[src/rtl/control_unit_mc.sv]
// control_unit_mc: multi-cycle control unit for the accumulator CPU core.
// Decodes the 6-bit opcode into data-path selects. It also holds the
// registered zero flag, the return-address stack for JAL/RET, and the
// valid/ready I/O handshakes. It owns the PC load enable.
//
// state    | meaning
// ---------+--------------------------------------------------------------
// RUN      | decode one instruction per cycle
// WAIT_OUT | output transfer pending on lat_idx, PC frozen until out_ready
// WAIT_IN  | input transfer pending on lat_idx, PC frozen until in_valid
// HALT     | sticky stop, PC frozen, left only by reset
module control_unit_mc #(
    parameter int PCW         = 10,
    parameter int STACK_DEPTH = 4,
    parameter int NPORTS      = 4,
    localparam int PSW        = (NPORTS > 1) ? $clog2(NPORTS) : 1
) (
    input  logic              clk,
    input  logic              reset,
    input  logic [5:0]        opcode,
    input  logic [PSW-1:0]    port_idx,
    input  logic              z,
    input  logic [PCW-1:0]    pc_plus1,
    output logic [2:0]        op,
    output logic              s_inc,
    output logic              s_ret,
    output logic              pc_en,
    output logic              we3,
    output logic              s_inm,
    output logic              s_epe,
    output logic              s_sps,
    output logic [PCW-1:0]    stack_top,
    output logic [NPORTS-1:0] out_valid,
    input  logic [NPORTS-1:0] out_ready,
    output logic [NPORTS-1:0] in_ready,
    input  logic [NPORTS-1:0] in_valid,
    output logic              zflag,
    output logic              stack_err,
    output logic              halted
);

    localparam int SPW = $clog2(STACK_DEPTH + 1);
    localparam int AW  = (STACK_DEPTH > 1) ? $clog2(STACK_DEPTH) : 1;

    localparam logic [PSW:0]        NP_EXT  = (PSW + 1)'(NPORTS);
    localparam logic [PSW-1:0]      NP_MAX  = PSW'(NPORTS - 1);
    localparam logic [SPW-1:0]      SP_FULL = SPW'(STACK_DEPTH);
    localparam logic [SPW-1:0]      SP_ONE  = SPW'(1);
    localparam logic [NPORTS-1:0]   CH_ONE  = NPORTS'(1);

    localparam logic [5:0] OP_JMP  = 6'b001001;
    localparam logic [5:0] OP_JZ   = 6'b101001;
    localparam logic [5:0] OP_JNZ  = 6'b011001;
    localparam logic [5:0] OP_JAL  = 6'b111001;
    localparam logic [5:0] OP_RET  = 6'b001010;
    localparam logic [5:0] OP_OUTR = 6'b011010;
    localparam logic [5:0] OP_OUTI = 6'b101010;
    localparam logic [5:0] OP_IN   = 6'b111010;
    localparam logic [5:0] OP_HALT = 6'b111111;

    typedef enum logic [1:0] {
        RUN      = 2'd0,
        WAIT_OUT = 2'd1,
        WAIT_IN  = 2'd2,
        HALT     = 2'd3
    } state_t;

    state_t           state;
    state_t           state_nxt;
    logic             zflag_q;
    logic             stack_err_q;
    logic [SPW-1:0]   sp;
    logic [PCW-1:0]   stack_mem [STACK_DEPTH];
    logic [PSW-1:0]   lat_idx;
    logic             lat_sps;

    logic [PSW-1:0]   port_sel;
    logic [AW-1:0]    top_idx;
    logic [AW-1:0]    push_idx;
    logic [PCW-1:0]   top_raw;
    logic             sp_empty;
    logic             sp_full;

    logic             load_z;
    logic             do_push;
    logic             do_pop;
    logic             set_err;
    logic             latch;
    logic             sps_dec;

    assign op = opcode[2:0];

    assign sp_empty = (sp == '0);
    assign sp_full  = (sp == SP_FULL);
    assign top_idx  = AW'(sp - SP_ONE);
    assign push_idx = AW'(sp);
    assign top_raw  = sp_empty ? '0 : stack_mem[top_idx];

    // Registered status is forced low while reset is held.
    assign stack_top = reset ? '0 : top_raw;
    assign zflag     = zflag_q & ~reset;
    assign stack_err = stack_err_q & ~reset;
    assign halted    = (state == HALT) & ~reset;

    // Out-of-range channel numbers clamp to the highest channel; with a
    // power-of-two NPORTS the field never exceeds the range.
    always_comb begin
        if ({1'b0, port_idx} >= NP_EXT) begin
            port_sel = NP_MAX;
        end else begin
            port_sel = port_idx;
        end
    end

    // Decode: data-path selects plus the strobes the register block applies.
    always_comb begin
        s_inc     = 1'b1;
        s_ret     = 1'b0;
        pc_en     = 1'b0;
        we3       = 1'b0;
        s_inm     = 1'b0;
        s_epe     = 1'b0;
        s_sps     = 1'b0;
        out_valid = '0;
        in_ready  = '0;
        state_nxt = state;
        load_z    = 1'b0;
        do_push   = 1'b0;
        do_pop    = 1'b0;
        set_err   = 1'b0;
        latch     = 1'b0;
        sps_dec   = 1'b0;
        if (!reset) begin
            case (state)
                RUN: begin
                    pc_en = 1'b1;
                    if (!opcode[3]) begin
                        we3    = 1'b1;
                        load_z = 1'b1;
                    end else if (opcode[2:0] == 3'b000) begin
                        we3   = 1'b1;
                        s_inm = 1'b1;
                    end else begin
                        case (opcode)
                            OP_JMP: s_inc = 1'b0;
                            OP_JZ:  s_inc = ~zflag_q;
                            OP_JNZ: s_inc = zflag_q;
                            OP_JAL: begin
                                // The jump is taken even when the push is dropped.
                                s_inc = 1'b0;
                                if (sp_full) begin
                                    set_err = 1'b1;
                                end else begin
                                    do_push = 1'b1;
                                end
                            end
                            OP_RET: begin
                                if (sp_empty) begin
                                    set_err = 1'b1;
                                end else begin
                                    s_ret  = 1'b1;
                                    do_pop = 1'b1;
                                end
                            end
                            OP_OUTR, OP_OUTI: begin
                                pc_en     = 1'b0;
                                latch     = 1'b1;
                                sps_dec   = (opcode == OP_OUTR);
                                s_sps     = sps_dec;
                                state_nxt = WAIT_OUT;
                            end
                            OP_IN: begin
                                pc_en     = 1'b0;
                                latch     = 1'b1;
                                state_nxt = WAIT_IN;
                            end
                            OP_HALT: begin
                                pc_en     = 1'b0;
                                state_nxt = HALT;
                            end
                            default: ;
                        endcase
                    end
                end
                WAIT_OUT: begin
                    out_valid = CH_ONE << lat_idx;
                    s_sps     = lat_sps;
                    if (out_ready[lat_idx]) begin
                        pc_en     = 1'b1;
                        state_nxt = RUN;
                    end
                end
                WAIT_IN: begin
                    in_ready = CH_ONE << lat_idx;
                    if (in_valid[lat_idx]) begin
                        we3       = 1'b1;
                        s_epe     = 1'b1;
                        pc_en     = 1'b1;
                        state_nxt = RUN;
                    end
                end
                HALT: ;
                default: state_nxt = RUN;
            endcase
        end
    end

    // State, zero flag, return stack, error flag and latched port fields.
    always_ff @(posedge clk) begin
        if (reset) begin
            state       <= RUN;
            zflag_q     <= 1'b0;
            sp          <= '0;
            stack_err_q <= 1'b0;
            lat_idx     <= '0;
            lat_sps     <= 1'b0;
        end else begin
            state <= state_nxt;
            if (load_z) begin
                zflag_q <= z;
            end
            if (do_push) begin
                stack_mem[push_idx] <= pc_plus1;
                sp                  <= sp + SP_ONE;
            end else if (do_pop) begin
                sp <= sp - SP_ONE;
            end
            if (set_err) begin
                stack_err_q <= 1'b1;
            end
            if (latch) begin
                lat_idx <= port_sel;
                lat_sps <= sps_dec;
            end
        end
    end

endmodule

[config.mk]
export PLATFORM = sky130hd
export DESIGN_NAME = control_unit_mc
export DESIGN_NICKNAME = d
export VERILOG_FILES = /design/src/rtl/control_unit_mc.sv
export SDC_FILE = /design/constraint.sdc
export NUM_CORES = 1
export LEC_CHECK = 0
export CORE_AREA = 4 4 91 93
export DETAILED_ROUTE_END_ITERATION = 8
export DIE_AREA = 0 0 95 97
export GPL_TIMING_DRIVEN = 0
export PLACE_DENSITY = 0.68
export REMOVE_ABC_BUFFERS = 1
export SETUP_SLACK_MARGIN = 0.05
export SYNTH_ARGS = -nofsm -noshare
export SYNTH_HDL_FRONTEND = slang
export SYNTH_SLANG_ARGS = --single-unit
[constraint.sdc]
create_clock -name clk -period 2.89 [get_ports clk]
set_input_delay 0.289 -clock clk [delete_from_list [all_inputs] [get_ports clk]]
set_output_delay 0.289 -clock clk [all_outputs]
set_load 0.005 [all_outputs]
* After elaboration in Yosys (flattened, before gate mapping) *
Memories as Yosys holds them, arrays and structs flattened.
Cells that the tools add are included.

storage, ports and cells
  bits in registers = 10
  bits in writable memories = 40
  bits of input ports = 29
  output and inout port bits = 31
  logic and storage cells = 119
  memories kept = 1

memory list
  name       words  width  read ports  clocked after memory_dff  wr ports  RTL line  text
  stack_mem  4      10     1           0                         1         73        logic [PCW-1:0] stack_mem [STACK_DEPTH];

operators by class
  add/subtract/negate cells = 2
  magnitude comparators = 1
  eq/ne operators = 18
  shift operators = 1
  muxes and demuxes = 75
  bitwise logic cells = 5
  reduce and logical (&&, ||, !) cells = 10

operator list
  cell                                                                          count
  1-bit 2-to-1 mux                                                              54
  6-bit equality test, second input constant                                    5
  10-bit 2-to-1 mux                                                             2
  4-bit 2-to-1 mux                                                              4
  6-bit by 4-bit equality test with 1-bit output, second input constant         2
  6-bit by 5-bit equality test with 1-bit output, second input constant         2
  2-bit case mux with 3 select lines                                            2
  2-bit 2-to-1 mux                                                              4
  2-bit inequality test, second input constant                                  4
  3-bit zero test                                                               2
  3-bit 2-to-1 mux                                                              2
  1-bit case mux with 2 select lines                                            3
  1-bit case mux with 3 select lines                                            2
  6-bit AND reduction                                                           1
  1-bit binary-select mux with 2-bit select                                     2
  2-bit equality test, second input constant                                    2
  4-bit by 1-bit inequality test with 1-bit output, second input constant       1
  2-bit OR reduction                                                            2
  4-bit OR reduction                                                            1
  1-bit by 2-bit << shifter with 4-bit output, first input constant             1
  3-bit by 1-bit adder with 3-bit output, second input constant                 1
  1-bit AND                                                                     3
  3-bit equality test, second input constant                                    1
  2-bit by 3-bit less-than comparator with 1-bit output, second input constant  1
  7 further kinds                                                               8

* Longest topological paths before layout *
Gate-level depths: netlist of run 1.

  depth in word-level cells = 10
  depth in mapped cells = 8
  depth with buffers taken out = 6

* Worst setup path before layout of run 1 *
Ideal clock, no wire load.

  path kind = reg2out
  start point = reg sp[0]
  end point = out stack_top[1]
  arrival time = 2,002 ps
  setup slack = 599 ps
  stages on the path, launching flop included = 7
  path buffers = 2
  cell sequence = dfxtp_1 > buf_2 > inv_1 > ha_1 > buf_1 > mux4_2 > nor2b_1

between the ends
  longest elaborated chain between the ends = 4
  elaborated cells between the ends (all ways) = 5
  those cells by class = add/sub: 1; mux: 2; reduce/logical: 1; memory: 1

ends and longest elaborated chain
  what                                         RTL line  text
  start, declared                              72        logic [SPW-1:0] sp;
  start signal, assigned                       224       sp <= sp + SP_ONE;
  start signal, assigned                       226       sp <= sp - SP_ONE;
  3-bit by 1-bit subtractor with 3-bit output  --
  memory read 4 x 10 bit                       --
  10-bit 2-to-1 mux *                          97        assign top_raw = sp_empty ? '0 : stack_mem[top_idx];
  10-bit 2-to-1 mux *                          100       assign stack_top = reset ? '0 : top_raw;
  end, declared                                32        output logic [PCW-1:0] stack_top,

Mark *: on every way between the ends. The rest lies on a longest branch, timed or not.

* Worst setup path in the final report of run 1 *
  start point = in opcode[1]
  end point = out s_ret

between the ends
  longest elaborated chain between the ends = 6
  elaborated cells between the ends (all ways) = 7
  those cells by class = eq/ne: 1; mux: 5; reduce/logical: 1

ends and longest elaborated chain
  what                                            RTL line  text
  start, declared                                 20        input logic [5:0] opcode,
  6-bit by 4-bit equality test with 1-bit output  144       case (opcode)
  1-bit 2-to-1 mux                                144
  1-bit 2-to-1 mux *                              140       end else if (opcode[2:0] == 3'b000) begin
  1-bit 2-to-1 mux *                              137       if (!opcode[3]) begin
  1-bit 2-to-1 mux *                              134       case (state)
  1-bit 2-to-1 mux *                              133       if (!reset) begin
  end, declared                                   26        output logic s_ret,

Marks and branches as above.

==> results of run 1 <==
-- critical path, stage by stage --
cell	delay [ps]
clkdlybuf4s50_1	680
nor4b_1	510
and3_1	330
clkdlybuf4s50_1	570
-- path summary, 6_finish.rpt --
kind	startpoint	end	slack, ps	cells after the start
max	opcode[1]	s_ret	230	4
min reg2reg	lat_sps	lat_sps	510	2
max reg2reg	state[0]	stack_mem[2][1]	470	6
min	lat_sps	lat_sps	510	2
-- cell families after synthesis --
kind of cell    synth area share
xor+xnor                0.006905
mux                       0.1307
simple gates              0.1607
fa+ha+maj                0.04931
buf+inv                  0.04290
compound gates           0.05720
flops                     0.5523
-- layer usage --
metal	part of all wire	GRT usage	vias to the layer above
met5	0	0	-
met2	0.46	0.1833	62
li1	-	-	809
met3	0.074	0.03966	6
met4	0.013	0.03441	0
met1	0.45	0.1566	793
-- report_power, final --
group / internal, mW / leakage [nW] / switching [mW]
clock: 0.173 / 0.0408 / 0.243
sequential: 0.777 / 0.441 / 0.00386
combinational: 0.0713 / 0.585 / 0.0503
total: 1.02 / 1.07 / 0.297
-- metrics by stage --
| step | utilization | setup TNS (ps) | hold WS, ps |
|---|---|---|---|
| floorplan | - | 0 | 358.1 |
| finish | 0.4403 | 0 | 510.9 |
| detailed placement | 0.4220 | -26520 | 487.2 |
| CTS | 0.4370 | 0 | 511.9 |
| global placement | 0.4220 | -22930 | 476.7 |
| global route | 0.4403 | 0 | 544.8 |
-- cells in the final DEF (no fill, tap or decap), types with 2 or more instances in the layout --
master            n
a21oi_1           4
a22oi_1           2
a311oi_1          2
and2_1            4
and3_1            3
buf_4             2
clkbuf_8          5
clkdlybuf4s50_1  58
clkinvlp_4        2
dfxtp_1           9
edfxtp_1         40
ha_1              9
inv_1             8
mux2i_1           5
mux4_2           12
nand2_1           3
nand2b_1          5
nand4_1           5
nor2_1           13
nor2b_1          16
nor3_1            5
nor3b_1           2
o31ai_2           2
-- registers in the layout, indices dropped and copies added (netlist names) --
| register | count |
|---|---|
| stack_mem | 40 |
| sp | 3 |
| lat_idx | 2 |
| state | 2 |
| lat_sps | 1 |
| stack_err_q | 1 |
| zflag_q | 1 |
-- area by class of cell --
cell class | instances | area share
well taps | 102 | 0.03850
multi-input cells | 115 | 0.3182
flip-flops and latches | 50 | 0.4239
repair buffers | 61 | 0.1823
inverters | 8 | 0.009060
clock inverters | 3 | 0.007173
clock buffers | 5 | 0.02076
-- timing repair --
action | CTS | global route
setup endpoints to repair | 53 | 12
gates cloned | 0 | 0
gates resized for setup | 6 | 1
hold endpoints to repair | 0 | 0
pin swaps | 0 | 1
buffers inserted | 0 | 2
==> metrics.md, run 1 <==
| Metric | Value |
|---|---|
| Core ar. | about 7500 µm² |
| Type of origin of the critical path | primary input |
| Post-route setup slack | roughly 230 ps |
| Filler cells | slightly above 700 |
| Die Area | 9215 µm² |
| Via Count | around 1,700 |
| Post-route ant nets | 0 |
| Num CTS Buffers | 5 |
| Area occupied by multi-input gates | about 1100 µm² |
| Share of cells above drive strength 1 | 0.1281 |
| Crit path kind | primary input to output port |
| PnR Total Power | between 1 and 1.5 mW |
| Flops & latches, synth | 50 |
| Hold-fix buffer count after cts | 0 |
| Number of global-route vias before repair | 1,758 |
| Slew HR | 0.4555 |
| Total track usage | 0.1182 |
| Leakage | 1.067 nW |
| Status | complete, no violations |
| Drt wl/cell | ~15 µm |
| Placement Rows | 32 |
| Vias per cell | 4.855 |
| Most common cell in the netlist | edfxtp_1 |
| Ys flop type | edfxtp_1 |
| Tmin final | ~2700 ps |
| Post-synth EDFFs | 40 |
| Global-route wire length before repair | roughly 8.6 mm |
| Worst slew pin tran | between 800 and 900 ps |
| RSZ-0062 raised after global routing | false |
| Final setup viols | 0 |
| Cells after synthesis | 188 |
| Crit path capture type | output port |
| Post-Syn Area | between 2000 and 3000 µm² |
| Top cell type's share of synthesized area | 0.4734 |
| Clock tree root buffer cell | clkbuf_8 |
| Arrival @ worst endpoint | 2370 ps |
| DIE WIDTH | about 95 µm |
| Fmax | 0.3759 GHz |
| Dpl cells | 334 |
| Sink Count | 50 |
| DR pass1 iterations | 4 |
| Req. time, crit path | between 2000 and 3000 ps |
| GR Overflow Total | 0 |
| Max IR drop VDD | 180.3 µV |
| Critical Path Fanout Max | 11 |
| HPWL after detailed placement | 3.536 mm |
| Placer Congestion | between 0.7 and 0.8 |
| Post-Syn Area per Cell | ~13 µm² |
| Clk buf depth | 2 |
| Sequential standard cell area | 1405 µm² |
| H-Tree Depth | 2 |
| Post-synthesis sequential area ratio | 0.5523 |
| CTS tree | built |
| Largest cells by area after synthesis | edfxtp_1, mux4_2, dfxtp_1 |
| Asr flop ratio synth | 0 |
| # Max-Cap Violations | 0 |
| PortBufs | 59 |
| Remaining DRCs | 0 |
| Ant. Diodes | 0 |
| Final #Nets | between 200 and 300 |
| Area after DPL | ~3200 µm² |
| Yosys warns | 0 |
| DRT iter0 DRCs | 43 |
| Min-delay worst type | register to register |
| Worst slack, placed | -616.6 ps |
| Area growth from synthesis to layout | 30.62% |
| CTS clk-pin slew, worst paths | ~90 ps |
| Die span in y | just under 100 µm |
| Initial core utilization | 0.3371 |
| PwrDens | approximately 400 nW/µm² |
| Layout Cells excl Fill | ~340 |
| Drt total wl | between 5 and 6 mm |
| Largest net degree at the start of global routing | 22 |
| Yosys cell types | 45 |
| Io pins | 60 |
| Post-route clock period utilization | 0.9205 |
| Final Hold Viols | 0 |
| Post-synth top cells | edfxtp_1, nor2b_1, nor2_1 |
| Cell area after layout | ~3300 µm² |
| Cell taking the most area after synthesis | edfxtp_1 |
| Slew Viols, Final | 0 |
| Initial antenna violation count | 0 |
| Clk_skew | 10.40 ps |
| Clk Latency, worst-skew pair | between 300 and 400 ps |
(Power assumes the default switching activity.)
==> inputs of run 2 (changes only) <==
clock period = 3.45 ns   (was 2.89 ns; I/O delays follow)
==> metrics.md, run 2 (synthesis results as in run 1) <==
| Metric | Value |
|---|---|
| Core ar. | 7527 µm² (unchanged) |
| Switching Share | 0.2252 (about the same) |
| Post-route ant nets | 0 (unchanged) |
| Req. time, crit path | 3110 ps (+510 ps) |
| Layout Cells excl Fill | 342 (-0.58%) |
| Leakage | 1.056 nW (-1.0%) |
| Biggest register | stack_mem |
| Internal power | 855.5 µW (-16%) |
| Initial core utilization | 0.3371 (unchanged) |
| Clk_skew | 8.715 ps (-1.683 ps) |
| Clk Latency, worst-skew pair | 310 ps (about the same) |
| Filler cells | 723 (+0.14%) |
| Setup TNS | 0 ps (unchanged) |
| Tmin final | 3102 ps |
| Final #Nets | 278 (-0.71%) |
| HPWL after detailed placement | 3.536 mm (unchanged) |
| Max IR drop VDD | 151.4 µV (-16%) |
| Vias per cell | 4.795 (-1.2%) |
| Sink Count | 50 (unchanged) |
| Final Hold Viols | 0 (unchanged) |
| Min-delay worst type | register to register |
| Drt wl/cell | 14.76 µm (-0.69%) |
| Logic pwr share | 0.091 (about the same) |
| Number of global-route vias before repair | 1,756 (-0.11%) |
| Crit path capture type | output port |
| Area after DPL | 3177 µm² (unchanged) |
| Crit path kind | register to output port |
| Hold path depth | 2 (unchanged) |
| Worst slew pin tran | 825.8 ps (+9.003 ps) |
| Ant. Diodes | 0 (unchanged) |
| Area growth from synthesis to layout | 29.49% |
| PortBufs | 59 (unchanged) |
| CTS tree | built |
| DIE WIDTH | 95 µm (unchanged) |
| Fmax | between 0.3 and 0.4 GHz |
| Num CTS Buffers | 5 (unchanged) |
| Largest net degree at the start of global routing | 22 (unchanged) |
| Worst-case reg-to-reg path depth | 5 (-1) |
| Slew HR | 0.4477 (-0.007726) |
| Dpl cells | 334 (unchanged) |
| Max reg flops | 40 (unchanged) |
| Cell area after layout | 3286 µm² (-0.87%) |
| RSZ-0062 raised after global routing | false |
| Initial antenna violation count | 0 (unchanged) |
| DR pass1 iterations | 4 (unchanged) |
| Drt total wl | 5.047 mm (-1.3%) |
| Io pins | 60 (unchanged) |
| PwrDens | 336.0 nW/µm² (-16%) |
| Status | complete, no violations |
| Clock tree root buffer cell | clkbuf_8 |
| Remaining DRCs | 0 (unchanged) |
| CTS clk-pin slew, worst paths | 90 ps (about the same) |
| # Max-Cap Violations | 0 (unchanged) |
| Slew Viols, Final | 0 (unchanged) |
| Global-route wire length before repair | 8.611 mm (unchanged) |
| GR Overflow Total | 0 (unchanged) |
| Commonest non-fill, non-tap cell in the layout | clkdlybuf4s50_1 |
| Die Area | 9215 µm² (unchanged) |
| Arrival @ worst endpoint | 2760 ps (+390 ps) |
| Via Count | 1,640 (-1.8%) |
| H-Tree Depth | 2 (unchanged) |
| Biggest regs | stack_mem: 40 flops, sp: 3 flops |
| NetSw | 248.6 µW (-16%) |
| Clock share of power | 0.316 (about the same) |
| Seq pwr share | 0.593 (about the same) |
| DRT iter0 DRCs | 43 (unchanged) |
| Share of cells above drive strength 1 | 0.1167 (-0.01143) |
| Type of origin of the critical path | register |
| Placer Congestion | 0.7713 (unchanged) |
| Final setup viols | 0 (unchanged) |
| Clk buf depth | 2 (unchanged) |
| Total track usage | 0.1181 (-0.0001615) |
| Commonest non-fill, non-tap cells in the layout | clkdlybuf4s50_1, edfxtp_1, nor2b_1 |
| Placement Rows | 32 (unchanged) |
| Post-route clock period utilization | 0.8991 |
| Die span in y | 97 µm (unchanged) |
| Critical Path Fanout Max | 15 (+4) |
-- run 2: cell count changes in the layout (fill, tap and decap cells not counted), sizes merged --
cell,previous run,this run
buf,2,0
clkdlybuf4s50,58,59
dlygate4sd2,1,0
-- run 2: worst paths after layout --
path / from / end / slack, ps
worst min-delay path: lat_sps / lat_sps / 510
worst max-delay path: sp[0] / stack_top[5] / 350
worst max register to register: state[0] / stack_mem[2][1] / 930
worst min register to register: lat_sps / lat_sps / 510
-- run 2: metal layers --
| layer | global-route usage | up-vias | routed length (µm) |
|---|---|---|---|
| met5 | 0 | - | 0 |
| met4 | 0.03441 | 0 | 67 |
| met3 | 0.03966 | 6 | 363 |
| met2 | 0.1828 | 56 | 2335 |
| met1 | 0.1566 | 771 | 2281 |
| li1 | - | 807 | - |
-- run 2: layout make-up --
class                           count  area, µm²  area share
Tap cell                          102      127.6     0.03884
Clock inverter                      3      23.77    0.007235
Inverter                            8      30.03    0.009139
Clock buffer                        5      68.82     0.02094
Sequential cell                    50       1403      0.4269
Timing Repair Buffer               59      590.6      0.1797
Multi-Input combinational cell    115       1042      0.3172
-- run 2: timing repair --
item / CTS / global route
endpoints found under the setup margin: 12 / 1
pin swaps: 0 / 0
gates resized for setup: 2 / 1
hold buffers: 0 / 0
setup buffers: 0 / 0
-- run 2: per-stage QoR --
stage | total power, mW | hold WS [ps] | setup WS (ps) | util
after CTS | 1.119 | 511.9 | 179.2 | 0.4353
after global placement | 0.7662 | 476.7 | -68.91 | 0.4220
final | 1.104 | 511.4 | 348.2 | 0.4365
after floorplan | 0.7027 | 414.1 | 1119 | -
after global routing | 1.147 | 544.8 | 132.6 | 0.4365
after detailed placement | 0.7672 | 487.2 | -112.6 | 0.4220
-- run 2: critical path, cell delays in order (launching register included) --
cell and delay [ps]:
dfxtp_2 630, inv_1 160, ha_1 660, mux4_2 380, nor2b_1 140, clkdlybuf4s50_1 470
-- run 2: power groups by stage --
stage	clock, mW	sequential [mW]	combinational (mW)
detailed placement	0	0.669	0.0986
floorplan	0	0.668	0.0347
global route	0.383	0.655	0.109
finish	0.349	0.655	0.100
global placement	0	0.668	0.0977
CTS	0.364	0.655	0.0999
==> inputs of run 3 (changes only) <==
CTS_CLUSTER_DIAMETER = 100   (was default)
GPL_TIMING_DRIVEN = default   (was 0)
==> metrics.md, run 3 (synthesis results as in run 1) <==
| Metric | Value |
|---|---|
| Crit path kind | register to output port |
| PwrDens | 352.6 nW/µm² (+4.9%) |
| Min-delay worst type | register to register |
| Status | complete, no violations |
| Ant. Diodes | 0 (unchanged) |
| Clk Latency, worst-skew pair | 300 ps (about the same) |
| Max reg flops | 40 (unchanged) |
| Placement Rows | 32 (unchanged) |
| Clock share of power | 0.353 (+0.037) |
| Crit path capture type | output port |
| GR Overflow Total | 0 (unchanged) |
| Post-route ant nets | 0 (unchanged) |
| H-Tree Depth | 2 (unchanged) |
| DR pass1 iterations | 4 (unchanged) |
| NetSw | 239.9 µW (-3.5%) |
| Remaining DRCs | 0 (unchanged) |
| Critical Path Fanout Max | 8 (-7) |
| Drt wl/cell | 15.14 µm (+2.6%) |
| Clock tree root buffer cell | clkbuf_8 |
| Placer Congestion | 0.8020 (+4.0%) |
| Setup slack, reg-to-reg | 1000 ps (+70 ps) |
| Slew HR | 0.6349 (+0.1871) |
| Setup TNS | 0 ps (unchanged) |
| Type of origin of the critical path | register |
| Seq pwr share | 0.560 (-0.033) |
| Total track usage | 0.1166 (-0.001454) |
| Initial core utilization | 0.3371 (unchanged) |
| Biggest register | stack_mem |
| Vias per cell | 5.006 (+4.4%) |
| Area after DPL | 3199 µm² (+0.71%) |
| Hold-fix buffer count after cts | 0 (unchanged) |
| Hold_sp | lat_sps |
| # Post-CTS Setup Buffers | 0 (unchanged) |
| Clk_skew | 5.833 ps (-2.882 ps) |
| Die Area | 9215 µm² (unchanged) |
| PortBufs | 59 (unchanged) |
| Global-route wire length before repair | 8.542 mm (-0.80%) |
| Final Hold Viols | 0 (unchanged) |
| Resize count post-CTS | 0 (-2) |
| Final setup viols | 0 (unchanged) |
| End of the worst register-to-register path | stack_mem[1][1] |
| Number of global-route vias before repair | 1,829 (+4.2%) |
| Internal power | 927.8 µW (+8.5%) |
| Post-route clock period utilization | 0.8218 (-0.07729) |
| DRT iter0 DRCs | 54 (+26%) |
| Worst Hold End | lat_sps |
| Clk buf depth | 2 (unchanged) |
| Hold slack | 508.0 ps (-3.386 ps) |
| Reg2reg start | state[0] |
| Num CTS Buffers | 5 (unchanged) |
| HPWL after detailed placement | 3.793 mm (+7.3%) |
| Area growth from synthesis to layout | 30.52% |
| Final #Nets | 281 (+1.1%) |
| Worst-case reg-to-reg path depth | 6 (+1) |
| Cell area after layout | 3312 µm² (+0.80%) |
| Drt total wl | 5.225 mm (+3.5%) |
| Biggest regs | stack_mem: 40 flops, sp: 3 flops |
| Core ar. | 7527 µm² (unchanged) |
| CTS tree | built |
| Io pins | 60 (unchanged) |
| Sink Count | 50 (unchanged) |
| Req. time, crit path | 3110 ps (about the same) |
| Largest net degree at the start of global routing | 21 (-4.5%) |
| Via Count | 1,727 (+5.3%) |
| Slew Viols, Final | 0 (unchanged) |
| Logic pwr share | 0.087 (-0.004) |
| RSZ-0062 raised after global routing | false |
| Commonest non-fill, non-tap cells in the layout | clkdlybuf4s50_1, edfxtp_1, nor2b_1 |
| Hold path depth | 2 (unchanged) |
| Worst slew pin tran | 547.7 ps (-278.1 ps) |
| DIE WIDTH | 95 µm (unchanged) |
| Tmin final | 2835 ps (-266.6 ps) |
| CTS clk-pin slew, worst paths | 90 ps (about the same) |
| Arrival @ worst endpoint | 2490 ps (-270 ps) |
| Switching Share | 0.2054 (-0.01977) |
| Die span in y | 97 µm (unchanged) |
| Initial antenna violation count | 0 (unchanged) |
| Max IR drop VDD | 152.4 µV (+0.63%) |
| Commonest non-fill, non-tap cell in the layout | clkdlybuf4s50_1 |
| # Max-Cap Violations | 0 (unchanged) |
| Share of cells above drive strength 1 | 0.1193 (+0.002675) |
| Fmax | 0.3527 GHz (+9.4%) |
| Leakage | 1.075 nW (+1.8%) |
run 3: area by class of cell:
type | instances | area (µm²)
Sequential cell | 50 | 1401
Tap cell | 102 | 127.6
Inverter | 8 | 30.03
Fill cell | 709 | 4215
Multi-Input combinational cell | 115 | 1027
Clock inverter | 3 | 43.79
Timing Repair Buffer | 62 | 613.1
Clock buffer | 5 | 68.82
run 3: power groups by stage:
stage	Sequential [mW]	Combinational (mW)	Clock, mW
after floorplan	0.668	0.0347	0
final	0.654	0.102	0.412
after global routing	0.655	0.111	0.448
after detailed placement	0.668	0.102	0
after CTS	0.654	0.102	0.424
after global placement	0.668	0.100	0
run 3: how the worst max path moves through the flow:
stage                   start         endpoint  slack, ps  cells after the start
finish               state[0]            s_ret        610                      6
global placement    opcode[0]            pc_en        810                      5
global route         state[0]            s_ret        460                      6
CTS                  state[0]            s_ret        600                      6
floorplan            state[0]  stack_mem[0][0]       1120                      5
detailed placement  opcode[0]            pc_en        760                      5
run 3: per-layer routing:
metal / global-route usage / routed length [µm]
met1: 0.1516 / 2265
met2: 0.1871 / 2520
met3: 0.03966 / 403
met4: 0.02664 / 36
met5: 0 / 0
run 3: critical path: stages, from the launching register on:
cell and delay (ps):
dfxtp_1 350, inv_1 120, ha_1 310, nor4bb_1 390, buf_4 210, and3_1 240
clkdlybuf4s50_1 560
run 3: stage by stage:
stage / util / std cells / setup slack [ps] / power, mW
floorplan: - / 173 / 1119 / 0.7027
global placement: 0.4250 / 337 / 807.7 / 0.7680
detailed placement: 0.4250 / 337 / 761.6 / 0.7697
CTS: 0.4400 / 345 / 600.0 / 1.181
global route: 0.4400 / 345 / 460.3 / 1.214
finish: 0.4400 / 345 / 614.8 / 1.168
